<file path="src/rtl/div_sequencer_if.sv">
// Start/done handshake and result bus between a requester and the divider.
interface div_sequencer_if #(
    parameter int WIDTH = 32
);
    logic             start;
    logic             is_signed;
    logic [WIDTH-1:0] dividend;
    logic [WIDTH-1:0] divisor;
    logic             ready;
    logic             busy;
    logic             done;
    logic [WIDTH-1:0] quotient;
    logic [WIDTH-1:0] remainder;
    logic             div_by_zero;
    logic             overflow;

    modport master (
        output start, is_signed, dividend, divisor,
        input  ready, busy, done, quotient, remainder, div_by_zero, overflow
    );

    modport slave (
        input  start, is_signed, dividend, divisor,
        output ready, busy, done, quotient, remainder, div_by_zero, overflow
    );
endinterface

</file>
<file path="src/rtl/div_sequencer.sv">
// Iterative restoring divider: one shift/trial-subtract per cycle, MSB first,
// on operand magnitudes; signs are reapplied when the result is registered.
module div_sequencer #(
    parameter int WIDTH = 32,
    parameter int CNT_W = 6
) (
    input  logic           clock,
    input  logic           reset,
    div_sequencer_if.slave bus
);
    typedef enum logic [1:0] {IDLE, RUN, DONE} state_t;

    state_t state_q, state_d;

    logic [WIDTH-1:0] quot_q, quot_d;
    logic [WIDTH-1:0] partRem_q, partRem_d;
    logic [WIDTH-1:0] divisorMag_q, divisorMag_d;
    logic [WIDTH-1:0] quotOut_q, quotOut_d;
    logic [WIDTH-1:0] remOut_q, remOut_d;
    logic [CNT_W-1:0] count_q, count_d;
    logic qNeg_q, qNeg_d;
    logic rNeg_q, rNeg_d;
    logic ovfPend_q, ovfPend_d;
    logic divZero_q, divZero_d;
    logic ovf_q, ovf_d;

    logic             accept;
    logic             lastIter;
    logic             dividendSign;
    logic             divisorSign;
    logic [WIDTH-1:0] dividendMag;
    logic [WIDTH-1:0] divisorMagIn;
    logic [WIDTH:0]   shiftRem;
    logic [WIDTH:0]   trial;
    logic [WIDTH-1:0] quotNext;
    logic [WIDTH-1:0] remNext;

    assign accept   = (state_q == IDLE) && bus.start;
    assign lastIter = (count_q == '0);

    // Operand magnitudes and the single shared shift/trial-subtract step.
    // The shifted remainder keeps WIDTH+1 bits so a divisor above 2^(WIDTH-1)
    // never loses the bit shifted out of the partial remainder.
    always_comb begin
        dividendSign = bus.is_signed & bus.dividend[WIDTH-1];
        divisorSign  = bus.is_signed & bus.divisor[WIDTH-1];
        dividendMag  = dividendSign ? (~bus.dividend + 1'b1) : bus.dividend;
        divisorMagIn = divisorSign  ? (~bus.divisor + 1'b1)  : bus.divisor;
        shiftRem     = {partRem_q, quot_q[WIDTH-1]};
        trial        = shiftRem - {1'b0, divisorMag_q};
        quotNext     = {quot_q[WIDTH-2:0], 1'b0};
        remNext      = shiftRem[WIDTH-1:0];
        if (!trial[WIDTH]) begin
            remNext  = trial[WIDTH-1:0];
            quotNext = {quot_q[WIDTH-2:0], 1'b1};
        end
    end

    // Control FSM next state plus the handshake outputs decoded from state.
    always_comb begin
        state_d  = state_q;
        bus.ready = 1'b0;
        bus.busy  = 1'b0;
        bus.done  = 1'b0;
        case (state_q)
            IDLE: begin
                bus.ready = 1'b1;
                if (bus.start) begin
                    state_d = (bus.divisor == '0) ? DONE : RUN;
                end
            end
            RUN: begin
                bus.busy = 1'b1;
                if (lastIter) begin
                    state_d = DONE;
                end
            end
            DONE: begin
                bus.busy = 1'b1;
                bus.done = 1'b1;
                state_d  = IDLE;
            end
            default: state_d = IDLE;
        endcase
    end

    // Datapath next values: capture on accept, iterate in RUN, register results on DONE entry.
    always_comb begin
        quot_d       = quot_q;
        partRem_d    = partRem_q;
        divisorMag_d = divisorMag_q;
        quotOut_d    = quotOut_q;
        remOut_d     = remOut_q;
        count_d      = count_q;
        qNeg_d       = qNeg_q;
        rNeg_d       = rNeg_q;
        ovfPend_d    = ovfPend_q;
        divZero_d    = divZero_q;
        ovf_d        = ovf_q;
        if (accept) begin
            if (bus.divisor == '0) begin
                quotOut_d = '1;
                remOut_d  = bus.dividend;
                divZero_d = 1'b1;
                ovf_d     = 1'b0;
            end else begin
                quot_d       = dividendMag;
                divisorMag_d = divisorMagIn;
                partRem_d    = '0;
                count_d      = CNT_W'(WIDTH - 1);
                qNeg_d       = dividendSign ^ divisorSign;
                rNeg_d       = dividendSign;
                ovfPend_d    = bus.is_signed
                               && (bus.dividend == {1'b1, {(WIDTH-1){1'b0}}})
                               && (bus.divisor == '1);
            end
        end else if (state_q == RUN) begin
            quot_d    = quotNext;
            partRem_d = remNext;
            count_d   = count_q - 1'b1;
            if (lastIter) begin
                quotOut_d = qNeg_q ? (~quotNext + 1'b1) : quotNext;
                remOut_d  = rNeg_q ? (~remNext + 1'b1)  : remNext;
                divZero_d = 1'b0;
                ovf_d     = ovfPend_q;
            end
        end
    end

    // State and datapath registers; reset discards any in-flight operation.
    always_ff @(posedge clock) begin
        if (reset) begin
            state_q      <= IDLE;
            quot_q       <= '0;
            partRem_q    <= '0;
            divisorMag_q <= '0;
            quotOut_q    <= '0;
            remOut_q     <= '0;
            count_q      <= '0;
            qNeg_q       <= 1'b0;
            rNeg_q       <= 1'b0;
            ovfPend_q    <= 1'b0;
            divZero_q    <= 1'b0;
            ovf_q        <= 1'b0;
        end else begin
            state_q      <= state_d;
            quot_q       <= quot_d;
            partRem_q    <= partRem_d;
            divisorMag_q <= divisorMag_d;
            quotOut_q    <= quotOut_d;
            remOut_q     <= remOut_d;
            count_q      <= count_d;
            qNeg_q       <= qNeg_d;
            rNeg_q       <= rNeg_d;
            ovfPend_q    <= ovfPend_d;
            divZero_q    <= divZero_d;
            ovf_q        <= ovf_d;
        end
    end

    assign bus.quotient    = quotOut_q;
    assign bus.remainder   = remOut_q;
    assign bus.div_by_zero = divZero_q;
    assign bus.overflow    = ovf_q;
endmodule

</file>
<file path="src/flat_wrapper.sv">
// flat-port wrapper written by rule: the top's interface ports become plain ports
module div_sequencer_flat 
#(
    parameter int WIDTH = 32,
    parameter int CNT_W = 6
)
  (clock, reset, bus_start, bus_is_signed, bus_dividend, bus_divisor, bus_ready, bus_busy, bus_done, bus_quotient, bus_remainder, bus_div_by_zero, bus_overflow);
  div_sequencer_if #(.WIDTH(WIDTH)) bus_i ();
  input  logic clock;
  input  logic reset;
  input wire logic [$bits(bus_i.start)-1:0] bus_start;
  input wire logic [$bits(bus_i.is_signed)-1:0] bus_is_signed;
  input wire logic [$bits(bus_i.dividend)-1:0] bus_dividend;
  input wire logic [$bits(bus_i.divisor)-1:0] bus_divisor;
  output wire logic [$bits(bus_i.ready)-1:0] bus_ready;
  output wire logic [$bits(bus_i.busy)-1:0] bus_busy;
  output wire logic [$bits(bus_i.done)-1:0] bus_done;
  output wire logic [$bits(bus_i.quotient)-1:0] bus_quotient;
  output wire logic [$bits(bus_i.remainder)-1:0] bus_remainder;
  output wire logic [$bits(bus_i.div_by_zero)-1:0] bus_div_by_zero;
  output wire logic [$bits(bus_i.overflow)-1:0] bus_overflow;
  assign bus_i.start = bus_start;
  assign bus_i.is_signed = bus_is_signed;
  assign bus_i.dividend = bus_dividend;
  assign bus_i.divisor = bus_divisor;
  assign bus_ready = bus_i.ready;
  assign bus_busy = bus_i.busy;
  assign bus_done = bus_i.done;
  assign bus_quotient = bus_i.quotient;
  assign bus_remainder = bus_i.remainder;
  assign bus_div_by_zero = bus_i.div_by_zero;
  assign bus_overflow = bus_i.overflow;
  div_sequencer #(.WIDTH(WIDTH), .CNT_W(CNT_W)) u_core (.clock(clock), .reset(reset), .bus(bus_i));
endmodule
</file>
<file path="config.mk">
export PLATFORM = sky130hd
export DESIGN_NAME = div_sequencer_flat
export DESIGN_NICKNAME = d
export VERILOG_FILES = /design/src/rtl/div_sequencer_if.sv /design/src/rtl/div_sequencer.sv /design/src/flat_wrapper.sv
export SDC_FILE = /design/constraint.sdc
export NUM_CORES = 1
export LEC_CHECK = 0
export CORE_ASPECT_RATIO = 0.75
export CORE_MARGIN = 10
export CORE_UTILIZATION = 52
export CTS_CLUSTER_SIZE = 14
export DETAILED_ROUTE_END_ITERATION = 7
export GPL_TIMING_DRIVEN = 0
export PLACE_DENSITY = 0.83
export SLEW_MARGIN = 20
export SYNTH_ARGS = -nofsm -noshare
export SYNTH_HDL_FRONTEND = slang
export SYNTH_SLANG_ARGS = --single-unit
export TNS_END_PERCENT = 1
</file>
<file path="constraint.sdc">
create_clock -name clock -period 6.33 [get_ports clock]
set_clock_uncertainty 0.1 [all_clocks]
set_input_delay 0.9495 -clock clock [delete_from_list [all_inputs] [get_ports clock]]
set_output_delay 0.9495 -clock clock [all_outputs]
set_load 0.02 [all_outputs]
</file>
==> results.yml <==
synthesis:
  netlist_instances: 1601
  ys_ff_latch: 173
  yosysMostFrequentCell: "nor2_1"
  syn_nets: 1712
  synth_edf_count: 0
  yosysTopAreaCell: "dfxtp_1"
  synth_cell_types: 95
  synth_top_area_share_pct: 28.4
  synth_area_leaders: "dfxtp_1 (28%), nor2_1 (8.6%), a211oi_1 (6.0%), xor2_1 (5.0%), xnor2_1 (4.9%)"
  synthArstFlopShare_pct: 0
  syn_area_per_cell_sq_um: 7.61
  ys_seq_area_share_pct: 28.4
  synthFlopType: "dfxtp_1"
  netlist_area_sq_um: 12200
  synth_commonest_cells: "nor2_1 (279), dfxtp_1 (173), nand2_1 (115), a21oi_1 (109), a211oi_1 (98)"
  ys_warn_count: 0
floorplanning:
  die_h_um: 153
  die_width_um: 197
  rows: 48
  start_util_pct: 52.9
  dieArea_sq_um: 30000
  io_pins: 137
  coreArea_sq_um: 23000
timing:
  fmax_mhz: 165
  max_slew_margin_pct: 28.9
  rsz0062_at_grt: "no"
  setup_violations: 0
  hold_violations: 0
  fin_crit_sh_pct: 95.9
  layout_min_cycle_time_ns: 6.07
  maxSlewViolCount: 0
  fin_tns_setup_ns: 0
  tightest_slew_ns: 1.06
pwr:
  power_density_nw_per_um2: 239
  leakage_nw: 5.22
  p_total_mw: 3.48
  ir_drop_mv: 0.189
final_layout:
  final_cells: 2069
  fillers: 2039
  area_growth_pct: 19.2
  drive_gt1_share_pct: 6.61
  nets: 1867
  diodes: 0
setup_path:
  slowest_stage: "fa_1"
  crit_chain: "inv_1, ha_1, inv_1, fa_1, a211oi_2, o211ai_1, and3_1, o211a_1, a211oi_4, buf_6, buf_4, buf_4, mux2i_2, ha_1, inv_1, nor3_1, nand3_1, mux2i_2, o2111a_2, nand2_4, o41ai_2, xnor2_1, a221oi_2"
  startpoint_type: "register"
  reg2reg_from: "u_core.quot_q[31]"
  reg2reg_to: "u_core.bus.remainder[30]"
  slowest_delay_ns: 0.44
  arrival_ns: 6.32
  path_max_fanout: 10
  worst_r2r_path_depth: 23
  worstSetupStartpoint: "u_core.quot_q[31]"
  cp-end-kind: "register"
  critPathMostFrequentCell: "inv_1"
  rrSetupSlack_ns: 0.26
  crit_required_ns: 6.59
  criticalPathCategory: "reg -> reg"
grt:
  grt_max_degree: 19
  grt_pass1_vias: 12100
  antenna_found_initial: 0
  grt_pass1_wl_um: 67200
  overflow: 0
  grtUsageTotal_pct: 27.6
cts:
  clock-sinks: 173
  clockBufferDepth: 2
  cts-buffers-inserted: 17
  clk_root_buffer_cell: "clkbuf_16"
  htree_levels: 4
  cts_tree: "yes"
  clk_pin_slew_ns: 0.08
  clkLatencyLatePin_ns: 0.44
route:
  vias_per_cell: 6.33
  vias: 13100
  drc: 0
  routed_wl_um: 43500
  drtIter0Drc: 1785
  dr.pass1.iters: 6
  ant_nets: 0
  routedWlPerCell_um: 21.0
placed_design:
  gp_congestion: 0.976
  dpl.hpwl_um: 34500
  io_buffers: 135
  dp_cells: 2036
run:
  cap_violations: 0
worst_hold_path:
  hold_path.class: "reg -> reg"
  min-delay-start: "u_core.divisorMag_q[9]"
  min_to: "u_core.divisorMag_q[9]"
  min_path_cells: 2
outcome:
  run_status: "completed"
-- state kept, by name, indices dropped and copies added (netlist names) --
| signal | cells |
|---|---|
| u_core.bus.div_by_zero | 1 |
| u_core.bus.overflow | 1 |
| u_core.bus.quotient | 32 |
| u_core.bus.remainder | 32 |
| u_core.count_q | 6 |
| u_core.divisorMag_q | 32 |
| u_core.ovfPend_q | 1 |
| u_core.partRem_q | 32 |
| u_core.qNeg_q | 1 |
| u_core.quot_q | 32 |
| u_core.rNeg_q | 1 |
| u_core.state_q | 2 |
-- critical path: cells and delay by family (launching register included) --
family / cells / cell delay [ns]
buf+inv: 6 / 1.00
compound gates: 7 / 2.03
fa+ha+maj: 3 / 0.84
simple gates: 4 / 0.81
mux: 2 / 0.59
flops: 1 / 0.43
xor+xnor: 1 / 0.14
-- power breakdown --
part,internal [mW],switching (mW)
clock network,0.538,0.527
registers,1.17,0.0736
logic,0.416,0.748
-- what timing repair did --
item,4_1_cts,5_1_grt
hold buffers,0,0
setup endpoints to repair,0,10
setup buffers,0,2
hold endpoints to repair,0,0
gates resized for setup,0,3
-- layout by cell type, fill, tap and decap left out, types with 13 or more instances in the layout --
cell             synthesis  final
nor2_1                 279    279
dfxtp_1                173    173
clkdlybuf4s50_1          0    135
nand2_1                115    115
a21oi_1                109    109
a211oi_1                98     97
clkbuf_1                71     71
xor2_1                  69     69
o21ai_0                 68     68
xnor2_1                 68     68
inv_1                   63     63
ha_1                    42     42
a31oi_1                 36     36
nor3_1                  31     31
nand3_1                 31     31
o31ai_1                 22     22
mux2i_1                 23     21
nand4_1                 19     19
or3_1                   17     17
clkbuf_16                0     17
buf_2                   16     16
or4_1                   15     15
nor4_1                  14     14
a221oi_1                13     13
and2_1                  13     13
-- stage by stage --
step	util [%]	setup slack, ns	hold WS [ns]	instance area (sq um)
5_1_grt	63.1	0.0262	0.387	14500
4_1_cts	63.0	0.0950	0.377	14500
6_report	63.1	0.262	0.373	14500
2_1_floorplan	-	1.44	0.341	12200
3_5_place_dp	60.5	0.140	0.364	13900
3_3_place_gp	60.5	0.246	0.349	13900
-- cell families (layout without fill, tap and decap cells) --
kind of cell               count (synthesis)  after routing  synth area share (%)
and+or+nand+nor                          582            582                  22.2
muxes                                     29             29                  2.44
xor gates and xnor gates                 137            137                  9.85
adders and majority gates                 43             43                  4.48
AOI/OAI and AO/OA                        468            468                  26.7
DFF                                      173            173                  28.4
buffers and inverters                    169            337                  5.91
-- area by class of cell --
type	instances	area [sq um]	share of cell area, %
tap	300	375	2.59
clock inverter	14	148	1.02
sequential	173	3460	23.9
buffer	103	469	3.23
timing repair buffer	137	1370	9.41
clock buffer	18	439	3.03
inverter	65	246	1.70
multi-input combinational	1259	8010	55.2
-- per-layer routing --
metal	up-vias	GRT usage, %	part of all wire [%]
met2	795	38.5	40
met3	81	8.47	13
li1	6115	-	-
met5	-	0	0
met1	6108	39.5	44
met4	0	8.53	2.9
-- how the worst max path moves through the flow --
stage	to	cells after the start
finish	u_core.bus.remainder[30]	23
CTS	u_core.bus.remainder[30]	23
detailed placement	u_core.bus.remainder[30]	23
floorplan	u_core.bus.remainder[30]	23
global placement	u_core.bus.remainder[30]	23
global route	u_core.bus.remainder[30]	23
No activity file was read; power rests on OpenSTA's default activity.
==> RTL change, RTL diff (same settings) <==
`CNT_W` is set to 6 in 2 places; all go to 5.
--- a/src/rtl/div_sequencer.sv
+++ b/src/rtl/div_sequencer.sv
@@ -4,3 +4,3 @@
     parameter int WIDTH = 32,
-    parameter int CNT_W = 6
+    parameter int CNT_W = 5
 ) (
--- a/src/flat_wrapper.sv
+++ b/src/flat_wrapper.sv
@@ -4,3 +4,3 @@
     parameter int WIDTH = 32,
-    parameter int CNT_W = 6
+    parameter int CNT_W = 5
 )
Function: same outputs for any inputs over 4 cycles, from zero or initial values and one cycle with reset high; that may be too few to reach the edited logic, so the function may still have changed.
==> RTL change against the unedited design <==
Sequential cell count decreased by 1; cell area decreased by 1.4%; area after synthesis shrank 2.4%; clock power is 6% higher; first-iteration DRC count down 0.39%; maximum frequency shrank 0.72%; power is 1.4% higher; count of clock-buffer cells in the layout is the same; setup slack got worse by 0.044 ns; wire length increased by 3.0%; final cell count is the same.
==> RTL change: results (changes against the unedited design) <==
Run status
  – Result of the run: finished clean

Power
  – Worst VDD drop: 217.8 µV (+15%)
  – Internal power component: 2.202 mW (+3.6%)
  – Total power draw: 3.524 mW (+1.4%)
  – Leakage power total: 5.044 nW (-3.3%)
  – Share of power burned in registers: 35.5% (-0.3 points)
  – Share of total power in combinational logic: 32.4% (-1.1 points)

Placement
  – Cell area after placement: 13600 µm² (-2.2%)
  – IO buf count: 134 (-0.74%)
  – Last weighted congestion value of the routability-driven placer: 1.002 (+2.7%)
  – Half-perimeter wire length of the detailed placement result: 34970 µm (+1.4%)
  – Post-Place Setup Slack: -0.8826 ns (-1.023 ns)
  – Placed Instances: 2040 (+0.20%)

Layout
  – Layout cells sized above 1: 4.563% (-2.1 points)
  – Nets: 1873 (+0.32%)

Detailed routing
  – Number of detailed-route iterations in the first pass: 7 (+1)
  – Iter 0 DRT Violations: 1778 (-0.39%)

Synth
  – Synth Net Count: 1723 (+0.64%)
  – Mean Syn Cell Area: 7.377 µm² (-3.0%)
  – Share of the yosys chip area belonging to registers: 28.96% (+0.52 points)
  – Top post-synthesis cells by area: dfxtp_1, nor2_1, a211oi_1
  – Distinct cell type count after synthesis: 76 (-20%)
  – Synth top cells by count: nor2_1, dfxtp_1, nand2_1

GRT
  – Vias in the first global route: 12146 (+0.45%)
  – Wire length of the first global-routing pass: 69190 µm (+2.9%)
  – Total Routing Usage GR: 29.31% (+1.7 points)
  – Pin count of the biggest net entering global routing: 20 (+1)

Setup path
  – Slowest cell on the critical path: or4_4
  – CP delay by family, top: simple AND/OR/NAND/NOR gates
  – Worst Path Arrival: 6.34 ns (+0.02 ns)

Timing
  – Worst Tran Pin Value: 0.9405 ns (-0.1163 ns)
## RTL change: cell count changes after synthesis, sizes merged, moves of 11 or more
cell | before | now
nand2 | 117 | 143
nand3 | 31 | 20
clkbuf | 73 | 92
nand2b | 3 | 14
buf | 31 | 14
a21oi | 110 | 124
## RTL change: path summary, 6_finish.rpt
path	from	end	slack [ns]	depth (start not counted)
setup / recovery	u_core.divisorMag_q[18]	u_core.bus.remainder[28]	0.22	26
hold / removal	u_core.divisorMag_q[31]	u_core.divisorMag_q[31]	0.36	2
setup reg to reg	u_core.divisorMag_q[18]	u_core.bus.remainder[28]	0.22	26
hold reg to reg	u_core.divisorMag_q[31]	u_core.divisorMag_q[31]	0.36	2
## RTL change: area by class of cell
cell class	count	area (µm²)	share of cell area, %
Timing Repair Buffer	135	1349	9.421
Inverter	63	236.5	1.652
Clock inverter	14	182.7	1.276
Buffer	102	402.9	2.814
Tap cell	294	367.9	2.569
Clock buffer	18	439.2	3.068
Sequential cell	172	3443	24.05
Multi-Input combinational cell	1271	7895	55.15
## RTL change: cell families after synthesis
logic type                 Yosys count  share of synthesized area, %
DFF                                172                         28.96
muxes                               24                         2.031
xor gates and xnor gates           142                         10.46
adders and majority gates           43                         4.588
buffers and inverters              169                         5.419
AOI/OAI and AO/OA                  465                         25.88
and+or+nand+nor                    597                         22.66
## RTL change: routing by layer
metal / vias to the layer above / track usage [%] / part of all wire [%]
met5: - / 0 / 0
met4: 0 / 6.293 / 1.9
li1: 6078 / - / -
met1: 6285 / 42.49 / 44
met3: 74 / 8.438 / 14
met2: 883 / 41.72 / 40
## RTL change: what timing repair did
item | in CTS | in global routing
hold buffers | 0 | 0
buffers inserted | 0 | 1
pin swaps | 0 | 2
endpoints found under the setup margin | 16 | 13
gates resized for setup | 9 | 17
